### config.mk
export PLATFORM = sky130hd
export DESIGN_NAME = pipeline_hazard_controller
export DESIGN_NICKNAME = d
export VERILOG_FILES = /design/src/rtl/pipeline_hazard_controller_pkg.sv /design/src/rtl/pipeline_hazard_controller_hazard_detect.sv /design/src/rtl/pipeline_hazard_controller.sv
export SDC_FILE = /design/constraint.sdc
export NUM_CORES = 1
export LEC_CHECK = 0
export CELL_PAD_IN_SITES_DETAIL_PLACEMENT = 0
export CELL_PAD_IN_SITES_GLOBAL_PLACEMENT = 1
export CORE_UTILIZATION = 34
export CTS_BUF_LIST = sky130_fd_sc_hd__clkbuf_16
export DETAILED_ROUTE_END_ITERATION = 6
export PLACE_DENSITY_LB_ADDON = 0.1
export SLEW_MARGIN = 0
export SYNTH_ARGS = -nofsm -noshare
export SYNTH_HDL_FRONTEND = slang
export SYNTH_HIERARCHICAL = 1
export SYNTH_SLANG_ARGS = --single-unit
### constraint.sdc
create_clock -name clk -period 5.49 [get_ports clk]
set_input_delay 1.098 -clock clk [delete_from_list [all_inputs] [get_ports clk]]
set_output_delay 1.098 -clock clk [all_outputs]
set_load 0.005 [all_outputs]
### src/rtl/pipeline_hazard_controller_pkg.sv
// Shared definitions for the pipeline hazard controller: FSM encoding,
// default register-index width, the flush NOP and a watchdog width helper.
package pipeline_hazard_controller_pkg;

  typedef enum logic [1:0] {
    ST_RUN   = 2'd0,
    ST_DWAIT = 2'd1,
    ST_IWAIT = 2'd2
  } hz_state_e;

  localparam int DEFAULT_REG_ADDR_W = 5;

  // addi x0, x0, 0 -- what a flushed fetch/decode register holds
  localparam logic [31:0] NOP_INSTR = 32'h0000_0013;

  // Bits needed to count up to 'limit'; a disabled watchdog still gets one bit.
  function automatic int wd_width(input int limit);
    return (limit > 0) ? $clog2(limit + 1) : 1;
  endfunction

endpackage

### src/rtl/pipeline_hazard_controller_hazard_detect.sv
// Pure combinational load-use comparator: a load in execute whose destination
// is read by the instruction currently in decode.
module pipeline_hazard_controller_hazard_detect
  import pipeline_hazard_controller_pkg::*;
#(
  parameter int REG_ADDR_W = DEFAULT_REG_ADDR_W
) (
  input  logic [REG_ADDR_W-1:0] rs1,
  input  logic [REG_ADDR_W-1:0] rs2,
  input  logic                  uses_rs1,
  input  logic                  uses_rs2,
  input  logic [REG_ADDR_W-1:0] rd,
  input  logic                  mem_read,
  output logic                  hazard
);

  logic rs1_match;
  logic rs2_match;

  assign rs1_match = uses_rs1 && (rs1 == rd);
  assign rs2_match = uses_rs2 && (rs2 == rd);

  // x0 is hard-wired zero, so a load targeting it never creates a dependency.
  assign hazard = mem_read && (rd != '0) && (rs1_match || rs2_match);

endmodule

### src/rtl/pipeline_hazard_controller.sv
// Stall/flush sequencer for the in-order pipeline registers and PC.
// Optional macro HAZARD_PERF_COUNTERS_EN adds stall/flush/load-use counters.
module pipeline_hazard_controller
  import pipeline_hazard_controller_pkg::*;
#(
  parameter int WORD_SIZE   = 32,
  parameter int REG_ADDR_W  = DEFAULT_REG_ADDR_W,
  parameter int MEM_TIMEOUT = 255
) (
  input  logic                  clk,
  input  logic                  rst_n,
  input  logic [REG_ADDR_W-1:0] id_rs1,
  input  logic [REG_ADDR_W-1:0] id_rs2,
  input  logic                  id_uses_rs1,
  input  logic                  id_uses_rs2,
  input  logic [REG_ADDR_W-1:0] ex_rd,
  input  logic                  ex_mem_read,
  input  logic                  ex_branch_taken,
  input  logic                  icache_ready,
  input  logic                  dcache_req,
  input  logic                  dcache_ready,
  output logic                  pc_write_en,
  output logic                  if_id_hold,
  output logic                  if_id_flush,
  output logic                  id_ex_hold,
  output logic                  id_ex_bubble,
  output logic                  ex_mem_hold,
  output logic                  icache_abort,
`ifdef HAZARD_PERF_COUNTERS_EN
  output logic [WORD_SIZE-1:0]  perf_stall_cycles,
  output logic [WORD_SIZE-1:0]  perf_flushes,
  output logic [WORD_SIZE-1:0]  perf_load_use,
`endif
  output logic                  timeout_err
);

  localparam int              WD_W     = wd_width(MEM_TIMEOUT);
  localparam logic [WD_W-1:0] WD_LIMIT = WD_W'(MEM_TIMEOUT);

  hz_state_e       state;
  hz_state_e       state_next;
  logic [WD_W-1:0] wd_cnt;
  logic [WD_W-1:0] wd_inc;
  logic            load_use;
  logic            dmiss;
  logic            freeze;
  logic            fetch_wait;

  pipeline_hazard_controller_hazard_detect #(
    .REG_ADDR_W (REG_ADDR_W)
  ) u_hazard_detect (
    .rs1      (id_rs1),
    .rs2      (id_rs2),
    .uses_rs1 (id_uses_rs1),
    .uses_rs2 (id_uses_rs2),
    .rd       (ex_rd),
    .mem_read (ex_mem_read),
    .hazard   (load_use)
  );

  assign dmiss      = dcache_req && !dcache_ready;
  assign freeze     = (state == ST_DWAIT) || ((state == ST_RUN) && dmiss);
  assign fetch_wait = (state == ST_IWAIT) || ((state == ST_RUN) && !icache_ready);

  // Saturates at the limit so a long wait can never wrap back under it.
  assign wd_inc = (wd_cnt == WD_LIMIT) ? wd_cnt : wd_cnt + WD_W'(1);

  // NOTE: every clocked register uses non-blocking assignment so all flops
  // sample pre-edge values; blocking here would create order-dependent races.
  always_ff @(posedge clk or negedge rst_n) begin
    if (!rst_n) begin
      state       <= ST_RUN;
      wd_cnt      <= '0;
      timeout_err <= 1'b0;
    end else begin
      state <= state_next;
      if (state_next == ST_RUN) begin
        wd_cnt <= '0;
      end else if (state != ST_RUN) begin
        wd_cnt <= wd_inc;
        if ((MEM_TIMEOUT != 0) && (wd_inc == WD_LIMIT)) timeout_err <= 1'b1;
      end
    end
  end

  // NOTE: defaults are assigned first so every path drives every variable;
  // a missing branch assignment would otherwise infer a latch.
  always_comb begin
    state_next = state;
    unique case (state)
      ST_RUN: begin
        if (dmiss)              state_next = ST_DWAIT;
        else if (!icache_ready) state_next = ST_IWAIT;
      end
      ST_DWAIT: if (dcache_ready) state_next = ST_RUN;
      ST_IWAIT: if (icache_ready || ex_branch_taken) state_next = ST_RUN;
      default:  state_next = ST_RUN;
    endcase
  end

  always_comb begin
    pc_write_en  = 1'b1;
    if_id_hold   = 1'b0;
    if_id_flush  = 1'b0;
    id_ex_hold   = 1'b0;
    id_ex_bubble = 1'b0;
    ex_mem_hold  = 1'b0;
    icache_abort = 1'b0;
    if (!rst_n) begin
      pc_write_en  = 1'b0;
      if_id_flush  = 1'b1;
      id_ex_bubble = 1'b1;
    end else if (freeze) begin
      // Whole pipe freezes; a pending branch or hazard re-presents afterwards.
      pc_write_en = 1'b0;
      if_id_hold  = 1'b1;
      id_ex_hold  = 1'b1;
      ex_mem_hold = 1'b1;
    end else if (ex_branch_taken) begin
      if_id_flush  = 1'b1;
      id_ex_bubble = 1'b1;
      icache_abort = (state == ST_IWAIT) || !icache_ready;
    end else if (load_use) begin
      pc_write_en  = 1'b0;
      if_id_hold   = 1'b1;
      id_ex_bubble = 1'b1;
    end else if (fetch_wait) begin
      pc_write_en = 1'b0;
      if_id_flush = 1'b1;
    end
  end

`ifdef HAZARD_PERF_COUNTERS_EN
  logic branch_flush;
  logic lu_bubble;

  // Only a branch flushes with the PC advancing; only a load-use bubbles while holding.
  assign branch_flush = if_id_flush && pc_write_en;
  assign lu_bubble    = id_ex_bubble && if_id_hold;

  always_ff @(posedge clk or negedge rst_n) begin
    if (!rst_n) begin
      perf_stall_cycles <= '0;
      perf_flushes      <= '0;
      perf_load_use     <= '0;
    end else begin
      if (!pc_write_en) perf_stall_cycles <= perf_stall_cycles + WORD_SIZE'(1);
      if (branch_flush) perf_flushes      <= perf_flushes + WORD_SIZE'(1);
      if (lu_bubble)    perf_load_use     <= perf_load_use + WORD_SIZE'(1);
    end
  end
`endif

endmodule

After elaboration in Yosys (flattened, before gate mapping)

Cells that the tools add are included.

Register bits: 11
Output and inout bits: 8
Word-level logic and storage cells: 61

Add/subtract/negate cells: 1
Equality and inequality tests: 6
Mux-type cells: 30
Bitwise gates (word level): 1
Reduce and logical (&&, ||, !) cells: 20

Operators by type and width:

| kind                                                | count |
|---|---|
| two-way mux 8 bit                                   | 3 |
| two-way mux 1 bit                                   | 22 |
| equality test 8 bit, second input constant          | 2 |
| equality test 5 bit                                 | 2 |
| adder 8 x 1 -> 8 bit, second input constant         | 1 |
| two-way mux 2 bit                                   | 4 |
| logical AND 1 bit                                   | 7 |
| case mux 2 bit (3 select lines)                     | 1 |
| logical OR 1 bit                                    | 5 |
| nonzero test 5 bit                                  | 1 |
| zero test 2 bit                                     | 2 |
| nonzero test 2 bit                                  | 2 |
| AND reduction 3 bit                                 | 1 |
| equality test 2 x 1 -> 1 bit, second input constant | 1 |
| equality test 2 bit, second input constant          | 1 |
| zero test 1 bit                                     | 2 |
| inverter 1 bit                                      | 1 |

Longest topological paths before layout

Gate-level depths: netlist of the first run.

Word-level depth: 8
Mapped depth: 7

Cells and area by module

The synthesis of the first run kept the hierarchy.

Modules (own cells, without submodules):

| module                                   | times used | cells each | area an instance (sq um) | seq. area each (sq um) |
|---|---|---|---|---|
| pipeline_hazard_controller               | 1          | 96         | 778.2                    | 275.3 |
| pipeline_hazard_controller_hazard_detect | 1          | 17         | 133.9                    | 0.0 |

Worst setup path after synthesis of the first run

Ideal clock, no wire load.

Path type: input to output
Start point: in ex_rd[0]
End point: out if_id_flush
Arrival: 2.218 ns
Data required time: 4.392 ns
Path slack: 2.174 ns
Stages: 6
Buffers on the path: 0
Cells stage by stage: or4_1 -> o21ai_1 -> a21oi_1 -> nor2b_1 -> o21a_1 -> nor2_1

Word-level cells in the longest chain between the ends: 8
Elaborated cells between the ends (all ways): 12

Ends and longest elaborated chain:

| what                                          | line                                                                                           | RTL |
|---|---|---|
| from (decl)                                   | pipeline_hazard_controller.sv:16                                                               | `input logic [REG_ADDR_W-1:0] ex_rd,` |
| equality test 5 bit, on equally long branches | pipeline_hazard_controller_hazard_detect.sv:20, pipeline_hazard_controller_hazard_detect.sv:21 |  |
| logical AND 1 bit, on equally long branches   | pipeline_hazard_controller_hazard_detect.sv:20, pipeline_hazard_controller_hazard_detect.sv:21 |  |
| logical OR 1 bit                              | pipeline_hazard_controller_hazard_detect.sv:24                                                 | `assign hazard = mem_read && (rd != '0) && (rs1_match \|\| rs2_match);` |
| logical AND 1 bit *                           | pipeline_hazard_controller_hazard_detect.sv:24                                                 |  |
| via load_use                                  | pipeline_hazard_controller.sv:44                                                               | `logic load_use;` |
| two-way mux 1 bit *                           | pipeline_hazard_controller.sv:123                                                              | `end else if (load_use) begin` |
| two-way mux 1 bit *                           | pipeline_hazard_controller.sv:119                                                              | `end else if (ex_branch_taken) begin` |
| two-way mux 1 bit *                           | pipeline_hazard_controller.sv:113                                                              | `end else if (freeze) begin` |
| two-way mux 1 bit *                           | pipeline_hazard_controller.sv:109                                                              | `if (!rst_n) begin` |
| to (decl)                                     | pipeline_hazard_controller.sv:24                                                               | `output logic if_id_flush,` |

The timed path passes the listed nets; every way through them passes the cells marked *.

Worst setup path after layout of the first run

Ends and elaborated chain as after synthesis.

==> qor.txt, run 1 <==
Setup CP Type: input port to output pin
Post-DP HPWL: 1690 um
Die Height: 53.8 um
Clock Skews: 1.44 ps
setup TNS: 0 ps
Post-Synthesis Cells: 113
# diodes: 0
Fmax: 232 MHz
top area cells in the synthesized netlist: dfrtp_1 30%, xor2_1 9.6%, nor2_1 6.2%
initial antenna violation count: 0
final hold violation count: 0
Cell Area, Synth: 912 um^2
row cnt: 18
biggest cell delay along the critical path: 530 ps
Leak: 0.502 nW
PortBufs: 31
drt pass-1 iters: 4
clock-pin slew on the worst setup and hold paths: 40 ps
sequence of cells on the critical path: clkdlybuf4s50_1, or4_1, o21ai_1, a21oi_1, nor2b_1, o21a_1, nor2_1, clkdlybuf4s50_1
Total GRT Usage: 0.157
most frequent CP cell: clkdlybuf4s50_1
Worst Setup End Kind: output pin
area of the multi-input gates: 587 um^2
sequential area share after synthesis: 0.302
Final Max Tran Viols: 0
core footprint: 2500 um^2
worst vdd ir: 237 uV
min cycle time layout: 4320 ps
placed insts: 170
CP Data Arrival Time: 3220 ps
Sequential Area: 275 um^2
mean post-synth cell area: 8.07 um^2
syn nets: 138
PD cells: 212 nW/um^2
crit path launch type: input port
initial core utilization: 0.365
DRC viols: 0
fin nets: 170
# resized after CTS: 0
CTS tree: built
critical-path maximum fanout: 3
Die X: 53.8 um
final std cells w/o fill: 174
max_cap viols: 0
pin count of the biggest net entering global routing: 16
CP max stage cell: or4_1
DRT antenna net count: 0
IO Pins: 32
H-tree levels: 1
total power: 278 uW
routability cong.: 0.788
Cell variety after synth: 46
layout cells sized above 1: 0.0694
Post-synth ARST share: 1.00
GRT overflow: 0
DR vias: 917
hold buffer count at cts: 0
clk buf depth: 2
first-pass GRT wire length: 3230 um
Die ar.: 2890 um^2
Top FF cell, synth: dfrtp_1
top cell type's share of synthesized area: 0.302
vias in the first global route: 716
# setup viols final: 0
Worst Tran Pin Value: 891 ps
cell taking the most area after synthesis: dfrtp_1
Critical path buffers and inverters: 2
postcts setup bufs: 0
clk root buf: clkbuf_16
kind of cell adding the most delay to the critical path: buffers and inverters
Area after DPL: 1230 um^2
post-route design area: 1310 um^2
Clk Latency, worst-skew pair: 240 ps
Slew HR: 0.402
Routed Wire Length: 2100 um
outcome: finished clean
worst min path class: flop to flop
period utilization: 0.786
DR vias/cell: 5.27
First DRT Iteration DRCs: 21
Synth Register Bits: 11
fill count: 230
total CTS buffers: 3
RSZ-0062 raised after global routing: false
number of synthesized flops with an enable pin: 0
Area growth, synth to finish: 43.8%
wire per inst: 12.1 um
WP data required: 4390 ps
CTS sink cnt: 11
yosys warns: 6
-- metrics by stage --
step / hold WS, ps / setup WS, ps / utilization
CTS: 467 / 1160 / 0.525
floorplan: 465 / 2170 / -
detailed placement: 456 / 1160 / 0.493
global route: 494 / 1010 / 0.525
global placement: 452 / 1180 / 0.493
finish: 460 / 1170 / 0.525
-- tightest hold or removal path: stages (launching register included) --
cell     delay, ps
dfrtp_1        330
inv_1           50
o31ai_2         40
-- registers in the layout (all words and copies together), names as in the netlist --
name,flops
wd_cnt,8
timeout_err,1
state,2
-- power breakdown --
part           total (mW)  switching (mW)  internal [mW]
combinational      0.0582          0.0249         0.0333
sequential         0.0883         0.00445         0.0838
clock               0.132          0.0362         0.0956
-- cell families after synthesis --
family | synth area share
xor gates and xnor gates | 0.115
and+or+nand+nor | 0.285
buffers and inverters | 0.0549
AOI/OAI and AO/OA | 0.229
adders and majority gates | 0.0137
DFF | 0.302
-- cell usage in the layout, fill, tap and decap left out, types with 2 or more instances in the layout --
| cell type | count |
|---|---|
| nor2b_1 | 3 |
| inv_1 | 7 |
| dfrtp_1 | 11 |
| nor2_1 | 15 |
| xnor2_1 | 2 |
| nand3_1 | 3 |
| o21ai_1 | 2 |
| xor2_1 | 10 |
| nand2_1 | 8 |
| clkbuf_16 | 3 |
| o21bai_1 | 2 |
| o21ai_0 | 4 |
| clkdlybuf4s50_1 | 31 |
| nor3_1 | 5 |
| a31oi_1 | 2 |
| a21oi_1 | 8 |
-- metal layers --
layer,global-route usage,part of all wire,routed length [um]
met1,0.211,0.48,1000
met5,0,0,0
met2,0.245,0.46,960
met3,0.0508,0.058,121
met4,0.0263,0.0076,16
-- cells in the mapped netlist, types with 2 or more instances --
master / n
a21oi_1: 8
a31oi_1: 2
dfrtp_1: 11
inv_1: 6
nand2_1: 8
nand3_1: 3
nor2_1: 15
nor2b_1: 3
nor3_1: 5
o21ai_0: 4
o21ai_1: 2
o21bai_1: 2
xnor2_1: 2
xor2_1: 10
-- path summary, 6_finish.rpt --
| path | from | endpoint | slack [ps] | cells after the start |
|---|---|---|---|---|
| setup reg to reg | wd_cnt[0] | timeout_err | 3520 | 6 |
| setup / recovery | ex_rd[0] | if_id_flush | 1170 | 8 |
| hold reg to reg | timeout_err | timeout_err | 460 | 2 |
| min in group asynchronous | rst_n | wd_cnt[2] | 1260 | 1 |
| hold / removal | timeout_err | timeout_err | 460 | 2 |
| max in group asynchronous | rst_n | wd_cnt[5] | 3810 | 1 |
-- cell type report --
class	count	area share
Timing Repair Buffer	31	0.237
Tap cell	30	0.0286
Clock buffer	3	0.0573
Multi-Input combinational cell	92	0.448
Inverter	6	0.0172
Sequential cell	11	0.210
Clock inverter	1	0.00286
(Power assumes the default switching activity.)
==> inputs of run 2 (changes only) <==
--- a/config.mk
+++ b/config.mk
@@ -7,7 +7,7 @@
 export LEC_CHECK = 0
 export CELL_PAD_IN_SITES_DETAIL_PLACEMENT = 0
 export CELL_PAD_IN_SITES_GLOBAL_PLACEMENT = 1
-export CORE_UTILIZATION = 34
+export CORE_UTILIZATION = 31
 export CTS_BUF_LIST = sky130_fd_sc_hd__clkbuf_16
 export DETAILED_ROUTE_END_ITERATION = 6
 export PLACE_DENSITY_LB_ADDON = 0.1
==> constraint.sdc (replaced) <==
create_clock -name clk -period 4.3 [get_ports clk]
set_input_delay 0.86 -clock clk [delete_from_list [all_inputs] [get_ports clk]]
set_output_delay 0.86 -clock clk [all_outputs]
set_load 0.005 [all_outputs]
==> run 2 against run 1 <==
Against the previous run:
- sequential share of layout area is 0.14 points lower
- largest cell class unchanged
- via count is 0.87% lower
- clock skew is 2.9 ps higher
- routed wire length is 7.4% higher
- clock power is 27% higher
- critical path type unchanged
- critical path depth stayed put
- register-to-register slack worse by 1200 ps
- sequential cell count stayed put
- cell area is 0.67% higher
- combinational power is 29% higher
- cell count is 1.1% higher
==> qor.txt, run 2 (synthesis results as in run 1) <==
Clock Skews: 4.35 ps (+2.90 ps)
core footprint: 2780 um^2 (+11%)
# resized after CTS: 0 (unchanged)
Area growth, synth to finish: 44.7%
Setup CP Type: input port to output pin
pin count of the biggest net entering global routing: 12 (-4)
Met3 Routed Length: 112 um (-7.4%)
H-tree levels: 1 (unchanged)
sequence of cells on the critical path: clkdlybuf4s50_1, or4_1, o21ai_1, a21oi_1, nor2b_1, o21a_1, nor2_1, clkdlybuf4s50_1
PortBufs: 31 (unchanged)
Critical path buffers and inverters: 2 (unchanged)
max_cap viols: 0 (unchanged)
# setup viols final: 0 (unchanged)
wire per inst: 12.8 um (+6.2%)
Final Max Tran Viols: 0 (unchanged)
DR vias: 909 (-0.87%)
first-pass GRT wire length: 3910 um (+21%)
PD cells: 270 nW/um^2 (+27%)
max FFs per register: 8 (unchanged)
crit path launch type: input port
Leak: 0.507 nW (+0.96%)
total CTS buffers: 3 (unchanged)
Fmax: 258 MHz
worst min path class: flop to flop
Worst Setup End Kind: output pin
Worst Tran Pin Value: 961 ps (+69.1 ps)
row cnt: 19 (+1)
WL met2: 1080 um (+12%)
critical-path maximum fanout: 3 (unchanged)
layout cells sized above 1: 0.0759 (+0.00642)
clk buf depth: 2 (unchanged)
First DRT Iteration DRCs: 37 (+76%)
period utilization: 0.901
Die Height: 56.2 um (+4.6%)
Die ar.: 3160 um^2 (+9.3%)
Sequential Area: 275 um^2 (unchanged)
routability cong.: 0.756 (-4.1%)
CP max stage cell: or4_1
CTS tree: built
DR vias/cell: 5.16 (-2.0%)
Area after DPL: 1240 um^2 (+0.71%)
postcts setup bufs: 0 (unchanged)
GRT overflow: 0 (unchanged)
hold buffer count at cts: 0 (unchanged)
IO Pins: 32 (unchanged)
Total GRT Usage: 0.157 (about the same)
DRC viols: 0 (unchanged)
top flop regs: wd_cnt: 8 flops, state: 2 flops, timeout_err: 1 flops
Die X: 56.2 um (+4.6%)
Post-DP HPWL: 1810 um (+7.2%)
DRT antenna net count: 0 (unchanged)
post-route design area: 1320 um^2 (+0.67%)
biggest cell delay along the critical path: 540 ps (about the same)
final hold violation count: 0 (unchanged)
# diodes: 0 (unchanged)
area of the multi-input gates: 587 um^2 (unchanged)
setup TNS: 0 ps (unchanged)
initial core utilization: 0.328 (-0.0369)
CTS sink cnt: 11 (unchanged)
initial antenna violation count: 0 (unchanged)
drt pass-1 iters: 4 (unchanged)
most frequent cells in the layout: 31 x clkdlybuf4s50_1, 15 x nor2_1, 11 x dfrtp_1
vias in the first global route: 874 (+22%)
Slew HR: 0.356 (-0.0464)
outcome: finished clean
WL met1: 1050 um (+4.4%)
clock-pin slew on the worst setup and hold paths: 40 ps (about the same)
clk root buf: clkbuf_16
fill count: 292 (+27%)
worst vdd ir: 293 uV (+24%)
min cycle time layout: 3870 ps
fin nets: 171 (+0.59%)
most frequent CP cell: clkdlybuf4s50_1
top layer in use: met4
CP Data Arrival Time: 3010 ps (-210 ps)
Clk Latency, worst-skew pair: 240 ps (about the same)
kind of cell adding the most delay to the critical path: buffers and inverters
Routed Wire Length: 2260 um (+7.4%)
commonest non-fill, non-tap cell in the layout: clkdlybuf4s50_1
Most flops, register: wd_cnt
RSZ-0062 raised after global routing: false
WP data required: 3440 ps (-950 ps)
run 2: changes by cell type in the layout (fill, tap and decap cells not counted), sizes merged:
cell	delta
buf	+1
run 2: path summary, 6_finish.rpt:
| kind | cells past startpoint | endpoint | from | slack (ps) |
|---|---|---|---|---|
| max in group asynchronous | 2 | wd_cnt[4] | rst_n | 3100 |
| min in group asynchronous | 2 | wd_cnt[2] | rst_n | 1050 |
| min reg2reg | 2 | timeout_err | timeout_err | 470 |
| max | 8 | if_id_flush | ex_rd[0] | 430 |
| max reg2reg | 6 | timeout_err | wd_cnt[0] | 2310 |
| min | 2 | timeout_err | timeout_err | 470 |
run 2: cell type report:
cell class | instances | share of cell area
clock inverter | 1 | 0.00284
multi-input combinational | 92 | 0.445
clock buffer | 3 | 0.0569
timing repair buffer | 32 | 0.241
inverter | 6 | 0.0171
sequential | 11 | 0.209
tap | 31 | 0.0294
run 2: worst reg2reg max path: stages (launching register included):
cell     delay [ps]
dfrtp_1         440
ha_1            320
nand2_1         160
or3_1           470
and3b_2         260
o21ai_2         130
o31ai_2          90
run 2: report_power, final:
part | total [mW] | leakage, nW | switching, mW | internal, mW
clock | 0.168 | 0.0423 | 0.0463 | 0.122
sequential | 0.113 | 0.146 | 0.00588 | 0.107
combinational | 0.0753 | 0.318 | 0.0322 | 0.0431
run 2: metrics by stage:
stage	instances	total power [mW]	hold slack, ps	worst slack, ps	utilization
after detailed placement	172	0.191	474	413	0.446
after global routing	176	0.374	517	264	0.475
after CTS	176	0.362	484	403	0.475
after global placement	172	0.190	451	463	0.446
after floorplan	113	0.147	465	1460	-
final	176	0.357	472	427	0.475
run 2: routing by layer:
metal / vias to the layer above / global-route usage
li1: 466 / -
met3: 4 / 0.0442
met4: 0 / 0.0418
met5: - / 0
met2: 24 / 0.260
met1: 415 / 0.199
